$ cat config.mk
export PLATFORM = sky130hd
export DESIGN_NAME = serial_add_ctrl
export DESIGN_NICKNAME = d
export VERILOG_FILES = /design/src/rtl/serial_add_ctrl.sv
export SDC_FILE = /design/constraint.sdc
export NUM_CORES = 1
export LEC_CHECK = 0
export CAP_MARGIN = 20
export CORE_ASPECT_RATIO = 2
export CORE_UTILIZATION = 52
export DETAILED_ROUTE_END_ITERATION = 16
export GPL_ROUTABILITY_DRIVEN = 0
export PLACE_DENSITY = 0.75
export SYNTH_ARGS = -nofsm -noshare
export SYNTH_HDL_FRONTEND = slang
export SYNTH_SLANG_ARGS = --single-unit
$ cat constraint.sdc
create_clock -name clk -period 1.9 [get_ports clk]
set_clock_uncertainty 0.1 [all_clocks]
set_input_delay 0.19 -clock clk [delete_from_list [all_inputs] [get_ports clk]]
set_output_delay 0.19 -clock clk [all_outputs]
set_load 0.005 [all_outputs]
$ cat src/rtl/serial_add_ctrl.sv
// Bit-serial adder controller: one full_adder cell walks two WIDTH-bit
// operands LSB first, one bit per clock, behind a start/busy/done handshake.
// The last completed {cout, sum} is held until the next completion.

module full_adder (
  input  logic in1,
  input  logic in2,
  input  logic cin,
  output logic out,
  output logic cout
);
  assign out  = in1 ^ in2 ^ cin;
  assign cout = (in1 & in2) | (cin & (in1 ^ in2));
endmodule

module serial_add_ctrl #(
  parameter int WIDTH = 8
) (
  input  logic             clk,
  input  logic             rst_n,
  input  logic             start,
  input  logic [WIDTH-1:0] a,
  input  logic [WIDTH-1:0] b,
  input  logic             cin,
  output logic             busy,
  output logic             done,
  output logic [WIDTH-1:0] sum,
  output logic             cout
);
  localparam int CW = $clog2(WIDTH + 1);

  typedef enum logic [1:0] {
    IDLE = 2'd0,
    RUN  = 2'd1,
    DONE = 2'd2
  } state_t;

  state_t           state;
  state_t           state_next;
  logic [WIDTH-1:0] a_sh;
  logic [WIDTH-1:0] b_sh;
  logic [WIDTH-1:0] work;
  logic [WIDTH-1:0] work_next;
  logic             carry;
  logic [CW-1:0]    cnt;
  logic             last;
  logic             fa_out;
  logic             fa_cout;

  full_adder u_fa (
    .in1  (a_sh[0]),
    .in2  (b_sh[0]),
    .cin  (carry),
    .out  (fa_out),
    .cout (fa_cout)
  );

  // Shifting {fa_out, work} right and truncating gives {fa_out, work[WIDTH-1:1]}
  // for every WIDTH >= 1, including the degenerate single-bit case.
  assign work_next = WIDTH'({fa_out, work} >> 1);
  assign last      = (cnt == CW'(WIDTH - 1));

  // State register
  always_ff @(posedge clk or negedge rst_n) begin
    if (!rst_n) state <= IDLE;
    else        state <= state_next;
  end

  // Next-state logic
  always_comb begin
    state_next = state;
    case (state)
      IDLE:    if (start) state_next = RUN;
      RUN:     if (last)  state_next = DONE;
      DONE:    state_next = IDLE;
      default: state_next = IDLE;
    endcase
  end

  // Handshake outputs decoded from state
  always_comb begin
    busy = (state == RUN);
    done = (state == DONE);
  end

  // Datapath: operand capture, bit stepping and result register
  always_ff @(posedge clk or negedge rst_n) begin
    if (!rst_n) begin
      a_sh  <= '0;
      b_sh  <= '0;
      work  <= '0;
      carry <= 1'b0;
      cnt   <= '0;
      sum   <= '0;
      cout  <= 1'b0;
    end else begin
      case (state)
        IDLE: begin
          if (start) begin
            a_sh  <= a;
            b_sh  <= b;
            carry <= cin;
            cnt   <= '0;
          end
        end
        RUN: begin
          a_sh  <= a_sh >> 1;
          b_sh  <= b_sh >> 1;
          work  <= work_next;
          carry <= fa_cout;
          if (last) begin
            sum  <= work_next;
            cout <= fa_cout;
          end else begin
            cnt <= cnt + CW'(1);
          end
        end
        default: ;
      endcase
    end
  end
endmodule

==> impl_metrics.tcl, run 1 <==
set metrics [dict create \
    cts_inserted_buffers 5 \
    synth_area_leaders "dfrtp_1, mux2i_1, mux2_4" \
    drcViolationCount 0 \
    syn_avg_cell_area_um2 12.4 \
    die_h_um 84.6 \
    cap_violations 0 \
    die_w_um 43.3 \
    insertion_delay_ns 0.30 \
    syn_inst 143 \
    synth_fp_nets 165 \
    grt_pass1_wl_mm 5.90 \
    p_per_area_mw_per_mm2 1620 \
    drive_gt1_frac 0.190 \
    detail_route.wl_per_cell_um 15.7 \
    holdBufCountCts 1 \
    ir_drop_mv 0.924 \
    cts_buffer_depth 2 \
    drtIter0Drc 11 \
    antenna_found_initial 0 \
    cp-end-kind "output pin" \
    htree_levels 2 \
    grt_pass1_vias 1288 \
    reg2reg_slack_ns 0.15 \
    coreArea_mm2 0.00319 \
    yosys.area.top_type "dfrtp_1" \
    cts.clk_slew.worst_paths_ns 0.08 \
    p_leak_nw 1.04 \
    cp.required_ns 1.61 \
    io_buffers 30 \
    cpPeakStageDelay_ns 0.54 \
    ys_types 28 \
    cts_tree "yes" \
    path_cells "nor2b_4 -> clkdlybuf4s50_1" \
    ys.warnings.count 0 \
    fin_area_mm2 0.00221 \
    antennaDiodeCount 0 \
    syn2layout_area_growth_pct 24.7 \
    tns_ns 0 \
    num-fill-cells 254 \
    ioPinCount 31 \
    viasPerCell 5.44 \
    synth_seq_cells 39 \
    fin_cells 210 \
    ys_seq_area_frac 0.550 \
    num_vias 1143 \
    worst_pin_slew_ns 0.322 \
    status "completed" \
    slew_violations 0 \
    hold_path.class "primary input to asynchronous set/reset pin" \
    rows 29 \
    final_nets 200 \
    grtUsageTotal 0.217 \
    worst-endpoint-arrival_ns 1.55 \
    netlist_area_mm2 0.00178 \
    slew_headroom 0.785 \
    gr-total-overflow 0 \
    cp-start-kind "register" \
    crit_fanout 8 \
    grt_start_max_net_pins 40 \
    cts_setup_buffers 0 \
    dpl.cell_count 201 \
    crit_family "buffers and inverters" \
    critPathBufInv 1 \
    place_area_mm2 0.00211 \
    fin_crit_ns 1.84 \
    routed_wl_mm 3.30 \
    dpl.hpwl_mm 2.34 \
    fmax_mhz 544 \
    period_share 0.968 \
    worstSetupPathType "register to output pin" \
    dieArea_mm2 0.00367 \
    setup_violations 0 \
    start_util 0.556 \
    detail-route-antenna-nets 0 \
    fin_total_pwr_mw 3.59 \
    yosys.area.top_type_share 0.550 \
    slowest_stage "clkdlybuf4s50_1" \
    drt-pass1-iter-count 4 \
    rsz0062_at_grt "no" \
    cts_resized 0 \
    hold_viol 0 \
    cts_sinks 39 \
    cts-root-buf "clkbuf_8" \
]
worst paths after layout:
path                                        to  cells past startpoint                  from
min                         sum[7]$_DFFE_PN0P_                      3                 rst_n
min in group clk           a_sh[1]$_DFFE_PN0P_                      2   a_sh[1]$_DFFE_PN0P_
min reg2reg                a_sh[1]$_DFFE_PN0P_                      2   a_sh[1]$_DFFE_PN0P_
max reg2reg                 sum[4]$_DFFE_PN0P_                      4    cnt[0]$_DFFE_PN0P_
max                                       busy                      2  state[1]$_DFFE_PN0P_
max in group asynchronous   cnt[0]$_DFFE_PN0P_                      3                 rst_n
Yosys cell counts:
| cell | count |
|---|---|
| dfrtp_1 | 39 |
| nand2_1 | 20 |
| o21ai_0 | 17 |
| mux2i_1 | 15 |
| mux2_4 | 9 |
| mux2_2 | 7 |
| buf_6 | 5 |
| nor2b_1 | 5 |
| a21oi_1 | 4 |
| nand3_1 | 3 |
| buf_2 | 2 |
| a211o_1 | 1 |
| and2_4 | 1 |
| and2b_1 | 1 |
| and3_1 | 1 |
| and3b_1 | 1 |
| clkbuf_1 | 1 |
| fa_1 | 1 |
| ha_1 | 1 |
| inv_1 | 1 |
| nand4_1 | 1 |
| nor2_1 | 1 |
| nor2b_4 | 1 |
| nor3_1 | 1 |
| o21bai_1 | 1 |
| o221a_2 | 1 |
| o22ai_1 | 1 |
| or3b_1 | 1 |
final cells by class:
type | count | area, µm² | share of cell area
repair buffers | 36 | 368 | 0.166
multi-input cells | 95 | 729 | 0.329
inverters | 1 | 3.75 | 0.00169
flip-flops and latches | 39 | 976 | 0.441
well taps | 31 | 38.8 | 0.0175
clock buffers | 6 | 82.6 | 0.0373
clock inverters | 2 | 16.3 | 0.00734
power breakdown:
part	internal, mW	switching (mW)	total (mW)
sequential	1.22	0.264	1.48
clock	0.296	0.294	0.589
combinational	0.903	0.609	1.51
total	2.42	1.17	3.59
flip-flops by register name, indices dropped and copies added, names as in the netlist:
name / cells
a_sh: 8
b_sh: 8
carry: 1
cnt: 4
cout: 1
state: 2
sum: 8
work: 7
layer usage:
layer / GRT usage / vias up / share of wire
met1: 0.236 / 538 / 0.38
met2: 0.370 / 30 / 0.55
met4: 0.113 / 0 / 0.038
met3: 0.0581 / 13 / 0.029
met5: 0 / - / 0
li1: - / 562 / -
cells by family (layout without fill, tap and decap cells):
logic type / count (synthesis) / count (layout) / share of synthesized area
DFF: 39 / 39 / 0.550
and+or+nand+nor: 37 / 37 / 0.107
muxes: 31 / 31 / 0.205
AOI/OAI and AO/OA: 25 / 25 / 0.0782
buffers and inverters: 9 / 45 / 0.0416
adders and majority gates: 2 / 2 / 0.0183
placed cells by master, fill, tap and decap left out, types with 2 or more instances in the layout:
master,synthesis,layout
a21oi_1,4,4
dfrtp_1,39,39
mux2i_1,15,15
nand2_1,20,20
clkdlybuf4s50_1,0,29
clkbuf_8,0,6
mux2_2,7,7
mux2_4,9,9
nand3_1,3,3
buf_12,0,2
nor2b_1,5,5
o21ai_0,17,17
buf_4,0,3
worst min-delay path, stage by stage:
cell	delay [ns]
dlygate4sd3_1	0.52
buf_2	0.13
buf_12	0.22
through the flow:
step	hold WS (ns)	setup slack [ns]	util
final	0.293	0.0608	0.694
after global routing	0.325	0.00765	0.694
after CTS	0.293	0.0639	0.694
after detailed placement	0.0745	0.190	0.659
after global placement	0.0727	0.277	0.659
after floorplan	-0.206	0.245	-
(Power assumes the default switching activity.)
==> inputs of run 2 (changes only) <==
--- a/config.mk
+++ b/config.mk
@@ -7,6 +7,7 @@
 export LEC_CHECK = 0
 export CAP_MARGIN = 20
 export CORE_ASPECT_RATIO = 2
+export CORE_MARGIN = 10
 export CORE_UTILIZATION = 52
 export DETAILED_ROUTE_END_ITERATION = 16
 export GPL_ROUTABILITY_DRIVEN = 0
==> impl_metrics.tcl, run 2 (same netlist as run 1, synthesis figures left out) <==
set metrics [dict create \
    slew_violations 0 \
    viasPerCell 5.60 \
    grt_pass1_wl_mm 5.71 \
    p_int_mw 2.41 \
    die_w_um 61.3 \
    routed_wl_mm 3.44 \
    drtIter0Drc 17 \
    num_vias 1188 \
    crit_fanout 8 \
    setup_violations 0 \
    path_cells "nor2b_1 -> clkdlybuf4s50_1" \
    ioPinCount 31 \
    cp-end-kind "output pin" \
    drt-pass1-iter-count 4 \
    status "completed" \
    slew_headroom 0.681 \
    hold_path.class "primary input to asynchronous set/reset pin" \
    p_sw_frac 0.323 \
    cpPeakStageDelay_ns 0.52 \
    rsz0062_at_grt "no" \
    rows 30 \
    cts.clk_slew.worst_paths_ns 0.07 \
    cts_tree "yes" \
    p_switching_mw 1.15 \
    grtUsageTotal 0.121 \
    start_util 0.531 \
    antennaDiodeCount 0 \
    clock_power_share 0.157 \
    cap_violations 0 \
    cts-root-buf "clkbuf_8" \
    fin_crit_ns 1.79 \
    cts_inserted_buffers 5 \
    pre_cts_slack_ns 0.151 \
    cts_buffer_depth 2 \
    cp-start-kind "register" \
    coreArea_mm2 0.00334 \
    p_leak_nw 1.04 \
    gr-total-overflow 0 \
    final_common_cell "dfrtp_1" \
    detail_route.wl_per_cell_um 16.2 \
    htree_levels 2 \
    seq_power_share 0.416 \
    worst_pin_slew_ns 0.479 \
    final_cell_mix "dfrtp_1, clkdlybuf4s50_1, nand2_1, o21ai_0, mux2i_1" \
    ir_drop_mv 1.11 \
    antenna_found_initial 0 \
    insertion_delay_ns 0.29 \
    tns_ns 0 \
    p_per_area_mw_per_mm2 1620 \
    worstSetupPathType "register to output pin" \
    grt_start_max_net_pins 40 \
    syn2layout_area_growth_pct 23.6 \
    fmax_mhz 558 \
    dieArea_mm2 0.00629 \
    setup_slack_ns 0.107 \
    final_nets 202 \
    dpl.hpwl_mm 2.64 \
    grt_pass1_vias 1280 \
    comb_power_share 0.427 \
    detail-route-antenna-nets 0 \
    slowest_stage "dfrtp_1" \
    die_h_um 103 \
    period_share 0.944 \
    worst-endpoint-arrival_ns 1.50 \
    drcViolationCount 0 \
    hold_viol 0 \
    cts_sinks 39 \
    top_regs "a_sh: 8 flops, b_sh: 8 flops, sum: 8 flops" \
    io_buffers 30 \
    cp.required_ns 1.61 \
    drive_gt1_frac 0.194 \
]
-- run 2: layout make-up --
type | count | area, µm²
flip-flops and latches | 39 | 976
repair buffers | 38 | 358
inverters | 1 | 3.75
well taps | 32 | 40.0
clock inverters | 1 | 5.00
fillers | 256 | 1150
multi-input cells | 95 | 729
clock buffers | 6 | 82.6
-- run 2: routing by layer --
metal | up-vias | global-route usage | routed length, µm
li1 | 566 | - | -
met1 | 578 | 0.121 | 1250
met2 | 37 | 0.213 | 1890
met3 | 7 | 0.0407 | 225
met4 | 0 | 0.0584 | 72
met5 | - | 0 | 0
-- run 2: final timing paths --
kind / endpoint / slack, ns / from / cells past startpoint
setup / recovery: done / 0.11 / state[1]$_DFFE_PN0P_ / 2
hold / removal: b_sh[1]$_DFFE_PN0P_ / 0.37 / rst_n / 3
setup reg to reg: sum[4]$_DFFE_PN0P_ / 0.13 / cnt[0]$_DFFE_PN0P_ / 4
hold reg to reg: b_sh[6]$_DFFE_PN0P_ / 0.39 / b_sh[6]$_DFFE_PN0P_ / 2
max in group asynchronous: b_sh[7]$_DFFE_PN0P_ / 0.99 / rst_n / 3
min in group clk: b_sh[6]$_DFFE_PN0P_ / 0.39 / b_sh[6]$_DFFE_PN0P_ / 2
-- run 2: what timing repair did --
action,in CTS,in global routing
hold endpoints to repair,39,0
gates resized for setup,0,0
buffers inserted,0,2
setup endpoints to repair,0,1
hold buffers,1,0
-- run 2: through the flow --
step	std cells	area (µm²)	utilization	total power, mW	hold WS [ns]
2_1_floorplan	143	1780	-	2.53	-0.206
3_3_place_gp	202	2080	0.623	2.90	0.160
3_5_place_dp	202	2080	0.623	3.02	0.168
4_1_cts	210	2180	0.652	3.58	0.388
5_1_grt	212	2190	0.657	3.81	0.425
6_report	212	2190	0.657	3.56	0.370
-- run 2: power by group through the flow --
stage / clock [mW] / sequential [mW] / combinational, mW
after global placement: 0 / 1.47 / 1.42
after CTS: 0.571 / 1.49 / 1.52
final: 0.559 / 1.48 / 1.52
after global routing: 0.603 / 1.54 / 1.68
after floorplan: 0 / 1.43 / 1.09
after detailed placement: 0 / 1.51 / 1.51
-- run 2: critical path, delay by kind of cell (launching register included) --
family	cells	cell delay, ns
and+or+nand+nor	1	0.18
DFF	1	0.52
buffers and inverters	1	0.51
